==> src/rtl/alu_md_pkg.sv <==
// Shared encodings for the EX-stage ALU control and the multiply/divide unit:
// ALU control codes, ALUOp/funct codes and the MDU state type.
package alu_md_pkg;

  localparam logic [4:0] ALU_AND = 5'b00000;
  localparam logic [4:0] ALU_OR  = 5'b00001;
  localparam logic [4:0] ALU_ADD = 5'b00010;
  localparam logic [4:0] ALU_SUB = 5'b00110;
  localparam logic [4:0] ALU_SLT = 5'b00111;
  localparam logic [4:0] ALU_XOR = 5'b01101;
  localparam logic [4:0] ALU_SLL = 5'b10000;
  localparam logic [4:0] ALU_SRL = 5'b11000;
  localparam logic [4:0] ALU_SRA = 5'b11001;
  localparam logic [4:0] ALU_MOV = 5'b11010;

  localparam logic [2:0] AOP_ADD   = 3'b000;
  localparam logic [2:0] AOP_SUB   = 3'b001;
  localparam logic [2:0] AOP_OR    = 3'b010;
  localparam logic [2:0] AOP_XOR   = 3'b011;
  localparam logic [2:0] AOP_RTYPE = 3'b100;

  localparam logic [5:0] F_SLL   = 6'h00;
  localparam logic [5:0] F_SRL   = 6'h02;
  localparam logic [5:0] F_SRA   = 6'h03;
  localparam logic [5:0] F_SRLV  = 6'h06;
  localparam logic [5:0] F_MOV   = 6'h0B;
  localparam logic [5:0] F_MFHI  = 6'h10;
  localparam logic [5:0] F_MTHI  = 6'h11;
  localparam logic [5:0] F_MFLO  = 6'h12;
  localparam logic [5:0] F_MTLO  = 6'h13;
  localparam logic [5:0] F_MULT  = 6'h18;
  localparam logic [5:0] F_MULTU = 6'h19;
  localparam logic [5:0] F_DIV   = 6'h1A;
  localparam logic [5:0] F_DIVU  = 6'h1B;
  localparam logic [5:0] F_ADD   = 6'h20;
  localparam logic [5:0] F_ADDU  = 6'h21;
  localparam logic [5:0] F_SUB   = 6'h22;
  localparam logic [5:0] F_SUBU  = 6'h23;
  localparam logic [5:0] F_AND   = 6'h24;
  localparam logic [5:0] F_OR    = 6'h25;
  localparam logic [5:0] F_XOR   = 6'h26;
  localparam logic [5:0] F_SLT   = 6'h2A;
  localparam logic [5:0] F_SLTU  = 6'h2B;

  typedef enum logic [1:0] {
    MD_IDLE = 2'd0,
    MD_ITER = 2'd1,
    MD_FIX  = 2'd2
  } md_state_t;

  // Funct codes that touch HI/LO (moves plus mul/div).
  function automatic logic is_hilo_funct(input logic [5:0] f);
    return f inside {F_MFHI, F_MTHI, F_MFLO, F_MTLO, F_MULT, F_MULTU, F_DIV, F_DIVU};
  endfunction

endpackage

==> src/rtl/md_iter_core.sv <==
// Iterative multiply/divide datapath on operand magnitudes: shift-add multiply
// or restoring divide, STEP_BITS result bits per step, N = DATA_W/STEP_BITS steps.
module md_iter_core
  import alu_md_pkg::*;
#(
  parameter int DATA_W    = 32,
  parameter int STEP_BITS = 1
) (
  input  logic                  clk,
  input  logic                  rst_n,
  input  logic                  load,
  input  logic                  step,
  input  logic                  load_div,
  input  logic [DATA_W-1:0]     load_a,
  input  logic [DATA_W-1:0]     load_b,
  output logic                  last,
  output logic [2*DATA_W-1:0]   acc
);

  localparam int N     = DATA_W / STEP_BITS;
  localparam int CNT_W = $clog2(N + 1);

  // acc holds {partial product, unconsumed multiplier} or {remainder, dividend/quotient}.
  logic [DATA_W-1:0]           m;
  logic [CNT_W-1:0]            cnt;
  logic                        is_div;
  logic [2*DATA_W-1:0]         acc_nxt;
  logic [DATA_W+STEP_BITS-1:0] sum;
  logic [DATA_W:0]             rs;
  logic [DATA_W-1:0]           r;
  logic [DATA_W-1:0]           q;

  assign last = (cnt == CNT_W'(1));

  // NOTE: every variable gets a default at the top of the block, so no path can infer a latch;
  // blocking assignments here are intentional, each loop pass builds on the previous one.
  always_comb begin
    acc_nxt = acc;
    sum     = '0;
    rs      = '0;
    r       = acc[2*DATA_W-1:DATA_W];
    q       = acc[DATA_W-1:0];
    if (is_div) begin
      for (int k = 0; k < STEP_BITS; k++) begin
        rs = {r, q[DATA_W-1]};
        q  = {q[DATA_W-2:0], 1'b0};
        if (rs >= {1'b0, m}) begin
          rs   = rs - {1'b0, m};
          q[0] = 1'b1;
        end
        r = rs[DATA_W-1:0];
      end
      acc_nxt = {r, q};
    end else begin
      sum = {{STEP_BITS{1'b0}}, acc[2*DATA_W-1:DATA_W]};
      for (int k = 0; k < STEP_BITS; k++) begin
        if (acc[k]) sum = sum + ({{STEP_BITS{1'b0}}, m} << k);
      end
      acc_nxt = {sum, acc[DATA_W-1:STEP_BITS]};
    end
  end

  // NOTE: state uses non-blocking assignments only, and every register (datapath included)
  // is cleared by reset so a mid-operation reset leaves nothing stale behind.
  always_ff @(posedge clk or negedge rst_n) begin
    if (!rst_n) begin
      acc    <= '0;
      m      <= '0;
      cnt    <= '0;
      is_div <= 1'b0;
    end else if (load) begin
      acc    <= {{DATA_W{1'b0}}, (load_div ? load_a : load_b)};
      m      <= load_div ? load_b : load_a;
      cnt    <= CNT_W'(N);
      is_div <= load_div;
    end else if (step) begin
      acc <= acc_nxt;
      cnt <= cnt - CNT_W'(1);
    end
  end

endmodule

==> src/rtl/alu_md_ctrl.sv <==
// EX-stage ALU control decode plus the HI/LO multiply/divide unit: sequencing,
// sign fix-up, HI/LO moves and the stall toward the hazard unit.
module alu_md_ctrl
  import alu_md_pkg::*;
#(
  parameter int DATA_W    = 32,
  parameter int STEP_BITS = 1
) (
  input  logic              clk,
  input  logic              rst_n,
  input  logic              in_valid,
  input  logic [3:0]        ALUOp,
  input  logic [5:0]        Funct,
  input  logic [DATA_W-1:0] op_a,
  input  logic [DATA_W-1:0] op_b,
  output logic [4:0]        ALUCtl,
  output logic              Sign,
  output logic              stall,
  output logic              md_busy,
  output logic              md_done,
  output logic [DATA_W-1:0] hi,
  output logic [DATA_W-1:0] lo,
  output logic [DATA_W-1:0] mf_data
);

  md_state_t           state;
  logic                hilo_op;
  logic                md_start;
  logic                accept;
  logic                op_signed;
  logic                div_op;
  logic                div0;
  logic                neg_q;
  logic                neg_r;
  logic                core_last;
  logic [2*DATA_W-1:0] core_acc;
  logic [2*DATA_W-1:0] prod;
  logic [DATA_W-1:0]   quot;
  logic [DATA_W-1:0]   rem;
  logic [DATA_W-1:0]   fix_hi;
  logic [DATA_W-1:0]   fix_lo;

  function automatic logic [DATA_W-1:0] mag(input logic [DATA_W-1:0] v, input logic sgn);
    return (sgn && v[DATA_W-1]) ? -v : v;
  endfunction

  always_comb begin
    ALUCtl = ALU_ADD;
    case (ALUOp[2:0])
      AOP_ADD: ALUCtl = ALU_ADD;
      AOP_SUB: ALUCtl = ALU_SUB;
      AOP_OR:  ALUCtl = ALU_OR;
      AOP_XOR: ALUCtl = ALU_XOR;
      AOP_RTYPE: begin
        case (Funct)
          F_SLL:          ALUCtl = ALU_SLL;
          F_SRL, F_SRLV:  ALUCtl = ALU_SRL;
          F_SRA:          ALUCtl = ALU_SRA;
          F_MOV:          ALUCtl = ALU_MOV;
          F_ADD, F_ADDU:  ALUCtl = ALU_ADD;
          F_SUB, F_SUBU:  ALUCtl = ALU_SUB;
          F_AND:          ALUCtl = ALU_AND;
          F_OR:           ALUCtl = ALU_OR;
          F_XOR:          ALUCtl = ALU_XOR;
          F_SLT, F_SLTU:  ALUCtl = ALU_SLT;
          default:        ALUCtl = ALU_ADD;
        endcase
      end
      default: ALUCtl = ALU_ADD;
    endcase
  end

  assign Sign      = (ALUOp[2:0] == AOP_OR) ? ~Funct[0] : ~ALUOp[3];
  assign hilo_op   = in_valid && (ALUOp[2:0] == AOP_RTYPE) && is_hilo_funct(Funct);
  assign md_start  = hilo_op && (Funct[5:2] == 4'b0110);
  assign accept    = md_start && !md_busy;
  assign op_signed = ~Funct[0];
  assign stall     = hilo_op && md_busy;
  assign mf_data   = (hilo_op && Funct == F_MFHI) ? hi :
                     (hilo_op && Funct == F_MFLO) ? lo : '0;

  md_iter_core #(
    .DATA_W    (DATA_W),
    .STEP_BITS (STEP_BITS)
  ) u_core (
    .clk      (clk),
    .rst_n    (rst_n),
    .load     (accept),
    .step     (state == MD_ITER),
    .load_div (Funct[1]),
    .load_a   (mag(op_a, op_signed)),
    .load_b   (mag(op_b, op_signed)),
    .last     (core_last),
    .acc      (core_acc)
  );

  // Divide by zero overrides the quotient only; the remainder path already yields op_a.
  always_comb begin
    prod = neg_q ? -core_acc : core_acc;
    quot = core_acc[DATA_W-1:0];
    rem  = core_acc[2*DATA_W-1:DATA_W];
    if (div_op) begin
      fix_lo = div0 ? '1 : (neg_q ? -quot : quot);
      fix_hi = neg_r ? -rem : rem;
    end else begin
      fix_lo = prod[DATA_W-1:0];
      fix_hi = prod[2*DATA_W-1:DATA_W];
    end
  end

  always_ff @(posedge clk or negedge rst_n) begin
    if (!rst_n) begin
      state   <= MD_IDLE;
      md_busy <= 1'b0;
      md_done <= 1'b0;
      hi      <= '0;
      lo      <= '0;
      div_op  <= 1'b0;
      div0    <= 1'b0;
      neg_q   <= 1'b0;
      neg_r   <= 1'b0;
    end else begin
      md_done <= 1'b0;
      case (state)
        MD_IDLE: begin
          if (accept) begin
            state   <= MD_ITER;
            md_busy <= 1'b1;
            div_op  <= Funct[1];
            div0    <= Funct[1] && (op_b == '0);
            neg_q   <= op_signed && (op_a[DATA_W-1] ^ op_b[DATA_W-1]);
            neg_r   <= op_signed && op_a[DATA_W-1];
          end else if (hilo_op && Funct == F_MTHI) begin
            hi <= op_a;
          end else if (hilo_op && Funct == F_MTLO) begin
            lo <= op_a;
          end
        end
        MD_ITER: begin
          if (core_last) state <= MD_FIX;
        end
        MD_FIX: begin
          hi      <= fix_hi;
          lo      <= fix_lo;
          state   <= MD_IDLE;
          md_busy <= 1'b0;
          md_done <= 1'b1;
        end
        default: begin
          state   <= MD_IDLE;
          md_busy <= 1'b0;
        end
      endcase
    end
  end

endmodule

==> config.mk <==
export PLATFORM = sky130hd
export DESIGN_NAME = alu_md_ctrl
export DESIGN_NICKNAME = d
export VERILOG_FILES = /design/src/rtl/alu_md_pkg.sv /design/src/rtl/md_iter_core.sv /design/src/rtl/alu_md_ctrl.sv
export SDC_FILE = /design/constraint.sdc
export NUM_CORES = 1
export LEC_CHECK = 0
export CAP_MARGIN = 10
export CORE_MARGIN = 2
export CORE_UTILIZATION = 40
export DETAILED_ROUTE_END_ITERATION = 8
export SETUP_SLACK_MARGIN = 0.15
export SLEW_MARGIN = 40
export SYNTH_ARGS = -nofsm -noshare
export SYNTH_HDL_FRONTEND = slang
export SYNTH_SLANG_ARGS = --single-unit
==> constraint.sdc <==
create_clock -name clk -period 6.5 [get_ports clk]
set_input_delay 0.975 -clock clk [delete_from_list [all_inputs] [get_ports clk]]
set_output_delay 0.975 -clock clk [all_outputs]
set_load 0.02 [all_outputs]
After elaboration in Yosys (flattened, before gate mapping) --
Memories as Yosys holds them, arrays and structs flattened. Index checks and enable logic that the tools add are counted.
Word-level totals: memories kept 1, ROM bits 320, output and inout bits 105, register bits after elaboration 175
Cells by class: add/subtract/negate cells 8, reduce and logical (&&, ||, !) cells 24, muxes and demuxes 35, order comparisons 1, bitwise operators 4, eq/ne operators 22
Memory list:
- (no name shown) | words 64, width 5, read ports 1, clocked after Yosys merged registers in 0, wr ports 0, RTL line alu_md_ctrl.sv:55 | case (Funct)
Operator list (number):
- 32-bit 2-to-1 mux | 17
- 64-bit 2-to-1 mux | 4
- 32-bit negator | 4
- 32-bit one-hot mux with 2 select lines | 2
- 64-bit negator | 1
- 6-bit by 5-bit equality test with 1-bit output (second input constant) | 8
- 32-bit by 32-bit adder with 33-bit output | 1
- 33-bit by 32-bit greater-or-equal comparator with 1-bit output | 1
- 33-bit 2-to-1 mux | 1
- 32-bit zero test | 1
- 32-bit subtractor | 1
- 5-bit one-hot mux with 4 select lines | 1
- 1-bit logical AND | 13
- 6-bit 2-to-1 mux | 2
- 2-bit != test (second input constant) | 6
- 8-bit nonzero test | 1
- 3-bit by 2-bit equality test with 1-bit output (second input constant) | 2
- 6-bit by 1-bit equality test with 1-bit output (second input constant) | 1
- 2-bit AND reduction | 3
- 6-bit by 1-bit subtractor with 6-bit output (second input constant) | 1
- 4-bit by 3-bit equality test with 1-bit output (second input constant) | 1
- 1-bit 2-to-1 mux | 4
- 2-bit 2-to-1 mux | 2
- 2-bit one-hot mux with 2 select lines | 1
- other kinds (12) | 15

Longest topological paths before layout --
Gate-level depths: netlist of the first run.
depth in word-level cells 8, depth in mapped cells 14

By module --
From an unflattened synthesis of the first run, not the netlist that was laid out.
Unflattened totals: cells, all modules 2194, area total of the unflattened synthesis 17102.7 um2
By module, submodules not included:
- md_iter_core | times used 1, cells an instance 1201, area each 9690.5 um2
- alu_md_ctrl | times used 1, cells an instance 993, area each 7412.1 um2

Worst setup path after synthesis of the first run --
OpenSTA, ideal clock, no wires.
kind in2out, start point input Funct[1], end point output mf_data[10], arrival time 2900 ps, slack 2625 ps, data required time 5525 ps, path buffers 4, stages on the path 8, cells stage by stage clkbuf_1 -> inv_1 -> clkbuf_1 -> clkbuf_1 -> ha_1 -> nor3b_1 -> clkbuf_1 -> a22o_1
Between the ends: cells in the longest elaborated chain, start to end 6, elaborated cells between the ends (all ways) 14, those cells by class eq/ne (8); mux (2); reduce/logical (4)
Ends and longest elaborated chain:
- from (decl) | RTL line alu_md_ctrl.sv:13 | input logic [5:0] Funct,
- 6-bit by 5-bit equality test with 1-bit output, on equally long branches | RTL line alu_md_pkg.sv:53, alu_md_ctrl.sv:79, alu_md_ctrl.sv:80
- 8-bit nonzero test | RTL line alu_md_pkg.sv:53 | return f inside {F_MFHI, F_MTHI, F_MFLO, F_MTLO, F_MULT, F_MULTU, F_DIV, F_DIVU};
- 1-bit logical AND | RTL line alu_md_ctrl.sv:74 | assign hilo_op = in_valid && (ALUOp[2:0] == AOP_RTYPE) && is_hilo_funct(Funct);
- 1-bit logical AND | RTL line alu_md_ctrl.sv:80 | (hilo_op && Funct == F_MFLO) ? lo : '0;
- 32-bit 2-to-1 mux | RTL line alu_md_ctrl.sv:80
- 32-bit 2-to-1 mux * | RTL line alu_md_ctrl.sv:79 | assign mf_data = (hilo_op && Funct == F_MFHI) ? hi :
- to (decl) | RTL line alu_md_ctrl.sv:23 | output logic [DATA_W-1:0] mf_data
Mark *: on every way between the ends. The rest lies on a longest branch, timed or not.

Worst setup path in the final report of the first run --
start point input Funct[5], end point output mf_data[12]
Same word-level chain as after synthesis.

==> results.md, run 1 <==
- Status: complete, no violations
- Reg-to-Reg End: u_core.acc[53]
- Die area: just over 40000 sq um
- Die Y-Extent: approximately 200 um
- Final Setup Violations: 0
- Ant diodes: 0
- Vias: around 16000
- Fraction of layout cells with a size suffix above 1: about 5.2%
- Initial antenna violation count: 0
- Setup TNS: 0 ps
- Ys async rst share: 100%
- GR Overflow Total: 0
- XOR/XNOR share of the synthesized area: under 10%
- CTS Sinks: 175
- Multi-input gate area: 10800 sq um
- # Post-CTS Setup Buffers: 0
- Clock Skews: 16.1 ps
- Post-synthesis simple-gate area fraction: a little under a fifth
- Netlist cell types: 76
- Worst rel slew slack: a little over two fifths
- Final WL: approximately 58 mm
- Placed cells: approximately 2600
- Reg2reg setup slack: around 2400 ps
- Core box area: about 39000 sq um
- CP Class: in2out
- Maximum vdd ir drop: 396 uV
- Largest net degree at the start of global routing: 90
- Avg WL per Cell: between 20 and 25 um
- Post-route ant nets: 0
- Achievable Freq: around 210 MHz
- Hold_buf cts: 0
- DR iter-0 viols: 1371
- Worst path required time: approximately 5500 ps
- Post-synth EDFFs: 0
- Cell Area, Synth: about 16000 sq um
- Synth Area in Adders: slightly above 6%
- Mux contribution to synthesized area: approximately 5.5%
- Post-route insts no fill: around 2600
- Main combinational cell family by area after synthesis: compound AO/OA/AOI/OAI gates
- Syn Inst Count: 2021
- WP data arrival: between 3000 and 4000 ps
- H-tree depth: 4
- Synth Warn #: 0
- Global-route wire length before repair: between 80 and 90 mm
- Number of vias per cell: 6.10
- Synth Area in Compound Gates: between 20% and 30%
- Post-synthesis sequential area ratio: approximately 28%
- Starting Density: just over 40%
- Clk root buf: clkbuf_16
- Clock Latency Late Sink: between 400 and 500 ps
- Final Max Slew Viols: 0
- Max FO, Critical Path: 32
- Crit-path max cell delay: roughly 600 ps
- Final critical-path required period: approximately 4700 ps
- FF+latch count, synth: approximately 180
- Worst reg2reg path depth: 12
- Crit start category: input pin
- Clock slew at reported path FFs: roughly 70 ps
- FF+latch area: approximately 4400 sq um
- Worst r2r src: u_core.acc[32]
- Most used cell along the critical path: clkdlybuf4s50_1
- I/O pin count: 182
- RSZ-0062 raised after global routing: false
- Hpwl dp: 44.0 mm
- Synth Area per Inst: slightly below 8 sq um
- Fill count: approximately 3800
- Minimum hold slack: between 500 and 600 ps
- Critical-path cell list: clkdlybuf4s50_1 -> nor3b_1 -> nand4b_1 -> or2_2 -> nor3b_2 -> buf_4 -> a22o_1 -> clkdlybuf4s50_1
- Worst Path Buf+Inv: 3
- Port Buffers: roughly 180
- Critical path endpoint category: output port
- Width of the die: just over 200 um
- Longest Clk Path Bufs: 2
- TritonRoute pass-1 iters: 6
- Row count: slightly above 70
- Vias in the first global route: approximately 15000
- CTS tree: yes
- CP top delay family: buffers and inverters
- Synth area leader: dfrtp_1
- Final period util: just over 70%
- CP max stage cell: clkdlybuf4s50_1
- Power Density: 415 nW/um^2
- Post-Syn Nets: about 2200
- P_leak: approximately 0.0074 uW
- Post-synth top flop: dfrtp_1
- Worst-Margin Slew: 837 ps
- Area Overhead vs Synth: 17.9%
- Endpoints failing hold: 0
- Hold Crit Class: in2async
- Gp weighted congestion: 0.974
- DRC viols: 0
- GRT Total Usage: 27.8%
- Maxcap violations: 0
- Synth top area share: between 20% and 30%
- Nets: roughly 2300
- Top cells by area, synth: dfrtp_1 28%, nand2_1 6.2%, o21ai_0 5.9%
- Post-cts resize count: 0
- Num CTS Buffers: 17
[report_power, final]
group	total (uW)	leakage (uW)	internal (uW)	switching [uW]
Combinational	4510	0.00514	1890	2610
Sequential	2120	0.00197	1450	673
Clock	1120	0.000290	614	508
[worst max path at each step]
stage / startpoint / end / slack, ps / cells past startpoint
floorplan: Funct[1] / mf_data[10] / 2620 / 8
global placement: Funct[5] / mf_data[0] / 1930 / 8
detailed placement: Funct[5] / mf_data[12] / 1830 / 8
CTS: Funct[5] / mf_data[12] / 1830 / 8
global route: Funct[5] / mf_data[18] / 1680 / 8
finish: Funct[5] / mf_data[12] / 1790 / 8
[layer usage]
metal	vias to the layer above	wire length [um]	share of wire (%)	GRT usage [%]
met4	0	2520	4.3	11.2
met3	122	3530	6.0	4.14
met5	-	0	0	0
met1	7858	24900	43	36.4
li1	7518	-	-	-
met2	621	27400	47	45.9
[worst register-to-register path, stage by stage, from the launching register on]
cell	delay, ps
dfrtp_1	580
ha_1	260
inv_1	60
fa_1	370
nand2b_1	190
a21oi_1	320
o221ai_1	270
o21a_1	290
o31ai_1	630
a21boi_0	260
xnor2_1	180
mux2_2	300
a221o_1	320
[registers in the layout, summed over array words and instances (netlist names)]
signal,count
u_core.cnt,6
lo,32
u_core.m,32
neg_q,1
md_busy,1
neg_r,1
u_core.acc,64
hi,32
state,2
div0,1
div_op,1
u_core.is_div,1
md_done,1
[cell type report]
class / count / share of cell area, %
Clock buffer: 22 / 2.59
Sequential cell: 175 / 23.5
Multi-Input combinational cell: 1649 / 57.8
Tap cell: 518 / 3.47
Timing Repair Buffer: 204 / 10.7
Clock inverter: 10 / 0.677
Inverter: 66 / 1.33
[placed cells by master (no fill, tap or decap), types with 13 or more instances in the layout]
| master | instances |
|---|---|
| nand2_1 | 260 |
| o21ai_0 | 186 |
| clkdlybuf4s50_1 | 179 |
| dfrtp_1 | 174 |
| a21oi_1 | 170 |
| nor2_1 | 158 |
| xnor2_1 | 104 |
| ha_1 | 74 |
| xor2_1 | 73 |
| mux2i_1 | 72 |
| inv_1 | 64 |
| o211ai_1 | 45 |
| nor3_1 | 37 |
| a22o_1 | 37 |
| or3_1 | 27 |
| o31ai_1 | 27 |
| a21o_1 | 26 |
| a32oi_1 | 23 |
| nand2b_1 | 21 |
| buf_4 | 21 |
| a211oi_1 | 20 |
| a31oi_1 | 17 |
| o221ai_1 | 17 |
| clkbuf_16 | 17 |
| nor2b_1 | 16 |
| nand3_1 | 16 |
| nor4_1 | 15 |
| mux2_2 | 13 |
[cells in the mapped netlist, types with 15 or more instances]
master    number
a21oi_1      171
nor2_1       159
o221ai_1      17
xnor2_1      104
nor3_1        38
mux2i_1       72
a21o_1        26
buf_1         15
inv_1         65
nor2b_1       18
o31ai_1       27
xor2_1        73
a22o_1        37
a32oi_1       23
or3_1         28
a211oi_1      20
nand2b_1      22
nand2_1      262
clkbuf_1     110
o211ai_1      45
o21ai_0      186
nand3_1       17
ha_1          74
dfrtp_1      175
a31oi_1       18
nor4_1        17
[through the flow]
stage / worst slack (ps) / power (uW) / utilization [%] / cell area, sq um
3_3_place_gp: 1930 / 6500 / 46.4 / 18000
3_5_place_dp: 1830 / 6560 / 46.5 / 18100
2_1_floorplan: 2620 / 5080 / - / 15800
4_1_cts: 1830 / 7710 / 48.1 / 18700
6_report: 1790 / 7750 / 48.1 / 18700
5_1_grt: 1680 / 8280 / 48.1 / 18700
[cell families after synthesis]
group                      Yosys count
xor gates and xnor gates           177
DFF                                175
buffers and inverters              197
AOI/OAI and AO/OA                  675
muxes                               85
adders and majority gates           76
and+or+nand+nor                    636
No activity file was read; power rests on OpenSTA's default activity.
==> inputs of run 2 (changes only) <==
clock period = 4.8 ns   (was 6.5 ns; I/O delays follow)
==> run 2 against run 1 <==
  * Total power grew 35%
  * Cell count grew 0.49%
  * Design area grew 0.24%
  * Sequential share of layout area shrank 0.057 points
  * Count of clock-buffer cells in the layout is the same
  * First-iteration DRC count grew 1.2%
  * Via count grew 0.55%
==> results.md, run 2 (synthesis results as in run 1) <==
- Status: complete, no violations
- Achievable Freq: approximately 240 MHz
- Core box area: 38800 sq um (unchanged)
- Most frequent cells in the layout: 261 x nand2_1, 186 x o21ai_0, 179 x clkdlybuf4s50_1, 174 x dfrtp_1, 170 x a21oi_1
- Avg WL per Cell: 22.2 um (+0.56%)
- Final critical-path required period: between 4000 and 5000 ps
- Fraction of layout cells with a size suffix above 1: 5.70% (+0.48 points)
- Clock Latency Late Sink: 460 ps (about the same)
- Vias in the first global route: 15200 (+2.2%)
- Clock slew at reported path FFs: 70 ps (about the same)
- # Post-CTS Setup Buffers: 0 (unchanged)
- P_leak: 0.00745 uW (+0.66%)
- Maximum vdd ir drop: 424 uV (+7.1%)
- Fill count: 3814 (+0.66%)
- Sw Ratio: 49.1% (+0.17 points)
- Worst rel slew slack: 42.9% (-0.59 points)
- Worst-Margin Slew: 857 ps (+19.8 ps)
- Largest register by flop count: u_core.acc
- CTS Sinks: 175 (unchanged)
- I/O pin count: 182 (unchanged)
- Vias: 16200 (+0.55%)
- Critical path endpoint category: output port
- Placed cells: 2629 (+0.65%)
- Final WL: 58.9 mm (+1.1%)
- H-tree depth: 4 (unchanged)
- Logic gate share of total power: 60.0% (+1.9 points)
- Clock share of power: 13.2% (-1.3 points)
- Starting Density: 40.8% (unchanged)
- CP Class: in2out
- Pint: 5340 uW (+35%)
- Net switching power: 5150 uW (+36%)
- Initial antenna violation count: 0 (unchanged)
- RSZ-0062 raised after global routing: false
- Placement Cell Area: 18200 sq um (+0.60%)
- Number of vias per cell: 6.10 (about the same)
- Num CTS Buffers: 17 (unchanged)
- Gp weighted congestion: 0.986 (+1.2%)
- Hold Crit Class: in2async
- Most common cell after layout, fill and taps aside: nand2_1
- Post-cts resize count: 0 (unchanged)
- Setup TNS: 0 ps (unchanged)
- Final Setup Violations: 0 (unchanged)
- GR Overflow Total: 0 (unchanged)
- DR iter-0 viols: 1388 (+1.2%)
- Port Buffers: 181 (unchanged)
- Ant diodes: 0 (unchanged)
- GRT Total Usage: 28.2% (+0.37 points)
- DRC viols: 0 (unchanged)
- TritonRoute pass-1 iters: 6 (unchanged)
- Die area: 41200 sq um (unchanged)
- Global-route wire length before repair: 90.0 mm (+1.2%)
- Hold_buf cts: 0 (unchanged)
- Max FFs per register: 64 (unchanged)
- Final Max Slew Viols: 0 (unchanged)
- Multi-input gate area: 10800 sq um (about the same)
- Final period util: between 80% and 90%
- Sequential power share: 26.7% (-0.7 points)
- Width of the die: 203 um (unchanged)
- Clock Skews: 11.7 ps (-4.39 ps)
- FF+latch area: 4380 sq um (unchanged)
- Largest net degree at the start of global routing: 89 (-1.1%)
- Maxcap violations: 0 (unchanged)
- Area Overhead vs Synth: 18.2%
- Longest Clk Path Bufs: 2 (unchanged)
- Crit start category: input pin
- Nets: 2283 (+0.75%)
- Endpoints failing hold: 0 (unchanged)
- Post-route ant nets: 0 (unchanged)
- WP data arrival: 3450 ps (-290 ps)
- Final core utilization: 48.2% (+0.12 points)
- Fin area: 18700 sq um (+0.24%)
- CTS tree: yes
- Die Y-Extent: 203 um (unchanged)
- Hpwl dp: 44.9 mm (+2.2%)
- Minimum hold slack: 257 ps (-256 ps)
- Power Density: 560 nW/um^2 (+35%)
- Clk root buf: clkbuf_16
- Worst path required time: 4080 ps (-1440 ps)
- Post-route insts no fill: 2657 (+0.49%)
- Max FO, Critical Path: 32 (unchanged)
- Row count: 72 (unchanged)
[run 2: cell count changes in the layout (fill, tap and decap cells not counted), sizes merged]
cell	before	now
buf	25	42
inv	69	66
bufinv	2	1
[run 2: worst paths after layout]
kind | start | to | cells after the start | slack, ps
setup / recovery | Funct[5] | mf_data[11] | 8 | 630
hold / removal | rst_n | hi[2] | 1 | 260
max in group asynchronous | rst_n | u_core.cnt[3] | 2 | 3600
setup reg to reg | u_core.acc[35] | u_core.acc[38] | 11 | 920
hold reg to reg | lo[19] | lo[19] | 1 | 520
min in group clk | lo[19] | lo[19] | 1 | 520
[run 2: power groups by stage]
stage / registers [uW] / logic, uW / clock network (uW)
final: 2800 / 6300 / 1390
after floorplan: 2700 / 4180 / 0
after detailed placement: 2810 / 6170 / 0
after global routing: 2870 / 6870 / 1440
after CTS: 2780 / 6210 / 1390
after global placement: 2810 / 6120 / 0
[run 2: area by class of cell]
cell class                      instances  share of cell area [%]
Clock buffer                           22                    2.53
Clock inverter                          6                   0.334
Inverter                               66                    1.32
Multi-Input combinational cell       1649                    57.6
Sequential cell                       175                    23.4
Tap cell                              518                    3.46
Timing Repair Buffer                  221                    11.3
[run 2: stage by stage]
step                total power [uW]  setup WS (ps)
finish                         10500            633
global route                   11200            525
CTS                            10400            647
detailed placement              8980            666
global placement                8920            734
floorplan                       6870           1430
[run 2: critical path, stage by stage]
cell             delay (ps)
clkdlybuf4s50_1         570
nor3b_1                 260
nand4b_1                160
or2_2                   370
nor3b_2                 170
buf_4                   370
a22o_1                  200
clkdlybuf4s50_1         600
[run 2: per-layer routing]
metal | wire length, um | part of all wire [%] | up-vias | track usage [%]
met5 | 0 | 0 | - | 0
met4 | 2280 | 3.9 | 0 | 11.0
met3 | 3780 | 6.4 | 110 | 4.27
met2 | 27500 | 47 | 693 | 45.7
met1 | 25400 | 43 | 7849 | 37.7
li1 | - | - | 7555 | -
==> inputs of run 3 (changes only) <==
CAP_MARGIN = not set   (was 10)
CTS_BUF_LIST = sky130_fd_sc_hd__clkbuf_16   (was not set)
==> run 3 against run 2 <==
  * Register-to-register slack barely moved
  * Highest routed layer unchanged
  * Critical path depth did not move
  * Via count barely moved
  * Largest cell class unchanged
  * Non-clock buffer count did not move
==> results.md, run 3 (synthesis results as in run 1) <==
- Status: complete, no violations
- Logic gate share of total power: 60.4% (+0.4 points)
- CTS tree: yes
- Final Max Slew Viols: 0 (unchanged)
- P_leak: 0.00744 uW (-0.12%)
- Clock Latency Late Sink: 460 ps (about the same)
- Worst rel slew slack: 42.7% (-0.12 points)
- Avg WL per Cell: 22.2 um (about the same)
- Placement Cell Area: 18200 sq um (unchanged)
- # Post-CTS Setup Buffers: 0 (unchanged)
- Power Density: 558 nW/um^2 (-0.36%)
- Num CTS Buffers: 17 (unchanged)
- TritonRoute pass-1 iters: 6 (unchanged)
- CP Class: in2out
- Reg2reg setup slack: 930 ps (about the same)
- Vias: 16200 (-0.031%)
- Clock slew at reported path FFs: 70 ps (about the same)
- Maxcap violations: 0 (unchanged)
- Pint: 5290 uW (-0.99%)
- Worst r2r src: u_core.acc[31]
- WP data arrival: 3440 ps (about the same)
- CTS Sinks: 175 (unchanged)
- Largest net degree at the start of global routing: 89 (unchanged)
- Gp weighted congestion: 0.986 (unchanged)
- Nets: 2283 (unchanged)
- Largest register by flop count: u_core.acc
- Most frequent cells in the layout: 261 x nand2_1, 186 x o21ai_0, 179 x clkdlybuf4s50_1, 174 x dfrtp_1, 170 x a21oi_1
- Width of the die: 203 um (unchanged)
- Clock Skews: 11.9 ps (+0.250 ps)
- Achievable Freq: 240 MHz (about the same)
- Fraction of layout cells with a size suffix above 1: 5.56% (-0.14 points)
- Row count: 72 (unchanged)
- Fin area: 18700 sq um (-0.16%)
- I/O pin count: 182 (unchanged)
- Area Overhead vs Synth: 18.0%
- Max FO, Critical Path: 32 (unchanged)
- Final critical-path required period: 4160 ps (-2.43 ps)
- Post-route insts no fill: 2657 (unchanged)
- Hold Crit Class: in2async
- RSZ-0062 raised after global routing: false
- Worst-Margin Slew: 859 ps (+1.76 ps)
- Starting Density: 40.8% (unchanged)
- Number of vias per cell: 6.10 (about the same)
- DR iter-0 viols: 1490 (+7.3%)
- Ant diodes: 0 (unchanged)
- H-tree depth: 4 (unchanged)
- GRT Total Usage: 28.2% (about the same)
- Die area: 41200 sq um (unchanged)
- Clock share of power: 12.8% (-0.4 points)
- Post-cts resize count: 0 (unchanged)
- Critical path endpoint category: output port
- DRC viols: 0 (unchanged)
- Core box area: 38800 sq um (unchanged)
- Crit start category: input pin
- Sequential power share: 26.8% (about the same)
- Final period util: 86.8% (about the same)
- GR Overflow Total: 0 (unchanged)
- Worst reg2reg path depth: 13 (+2)
- Most common cell after layout, fill and taps aside: nand2_1
- Final WL: 58.9 mm (about the same)
- Setup TNS: 0 ps (unchanged)
- Port Buffers: 181 (unchanged)
- Design Power: 10400 uW (-0.52%)
- Reg-to-Reg End: u_core.acc[60]
- Global-route wire length before repair: 90.0 mm (about the same)
- Maximum vdd ir drop: 420 uV (-0.95%)
- Longest Clk Path Bufs: 2 (unchanged)
- Vias in the first global route: 15200 (-0.11%)
- Die Y-Extent: 203 um (unchanged)
- Hpwl dp: 44.9 mm (unchanged)
- Post-route ant nets: 0 (unchanged)
- Placed cells: 2629 (unchanged)
- Worst path required time: 4080 ps (about the same)
- Clk root buf: clkbuf_16
- Initial antenna violation count: 0 (unchanged)
- Hold_buf cts: 0 (unchanged)
- Max FFs per register: 64 (unchanged)
- Final Setup Violations: 0 (unchanged)
- Endpoints failing hold: 0 (unchanged)
- Net switching power: 5150 uW (about the same)
- Sw Ratio: 49.3% (+0.24 points)
run 3: cell types whose count changed in the layout (fill, tap and decap cells not counted), sizes merged:
| cell | change |
|---|---|
| clkinv | +3 |
| clkbuf | -5 |
| inv | +2 |
run 3: how the worst max path moves through the flow:
| stage | from | endpoint | depth (start not counted) |
|---|---|---|---|
| 6_report | Funct[5] | mf_data[11] | 8 |
| 4_1_cts | Funct[5] | mf_data[11] | 8 |
| 3_5_place_dp | Funct[5] | mf_data[12] | 8 |
| 3_3_place_gp | Funct[5] | mf_data[14] | 8 |
| 2_1_floorplan | Funct[1] | mf_data[10] | 8 |
| 5_1_grt | Funct[5] | mf_data[22] | 8 |
run 3: through the flow:
step           util (%)  setup WS [ps]  hold slack (ps)
3_3_place_gp       46.8            734              502
5_1_grt            48.1            525              287
4_1_cts            48.1            647              273
6_report           48.1            635              251
3_5_place_dp       46.8            666              507
2_1_floorplan         -           1430              424
run 3: layout make-up:
| cell class | count | area, sq um |
|---|---|---|
| Fill cell | 3820 | 20100 |
| Multi-Input combinational cell | 1649 | 10800 |
| Sequential cell | 175 | 4380 |
| Timing Repair Buffer | 221 | 2120 |
| Tap cell | 518 | 648 |
| Clock buffer | 17 | 425 |
| Inverter | 66 | 248 |
| Clock inverter | 11 | 81.3 |
run 3: power groups by stage:
stage	combinational [uW]	clock, uW	sequential [uW]
after floorplan	4180	0	2700
after global placement	6120	0	2810
after detailed placement	6170	0	2810
after CTS	6210	1340	2780
after global routing	6870	1390	2870
final	6300	1330	2800
run 3: metal layers:
| metal | share of wire, % | GRT usage [%] | vias up |
|---|---|---|---|
| met2 | 46 | 45.6 | 719 |
| li1 | - | - | 7551 |
| met3 | 6.8 | 4.22 | 126 |
| met4 | 4.1 | 11.0 | 0 |
| met1 | 43 | 37.9 | 7806 |
| met5 | 0 | 0 | - |
run 3: worst max-delay path, cell delays in order:
cell,delay [ps]
clkdlybuf4s50_1,570
nor3b_1,260
nand4b_1,160
or2_2,370
nor3b_2,170
buf_4,360
a22o_1,200
clkdlybuf4s50_1,600
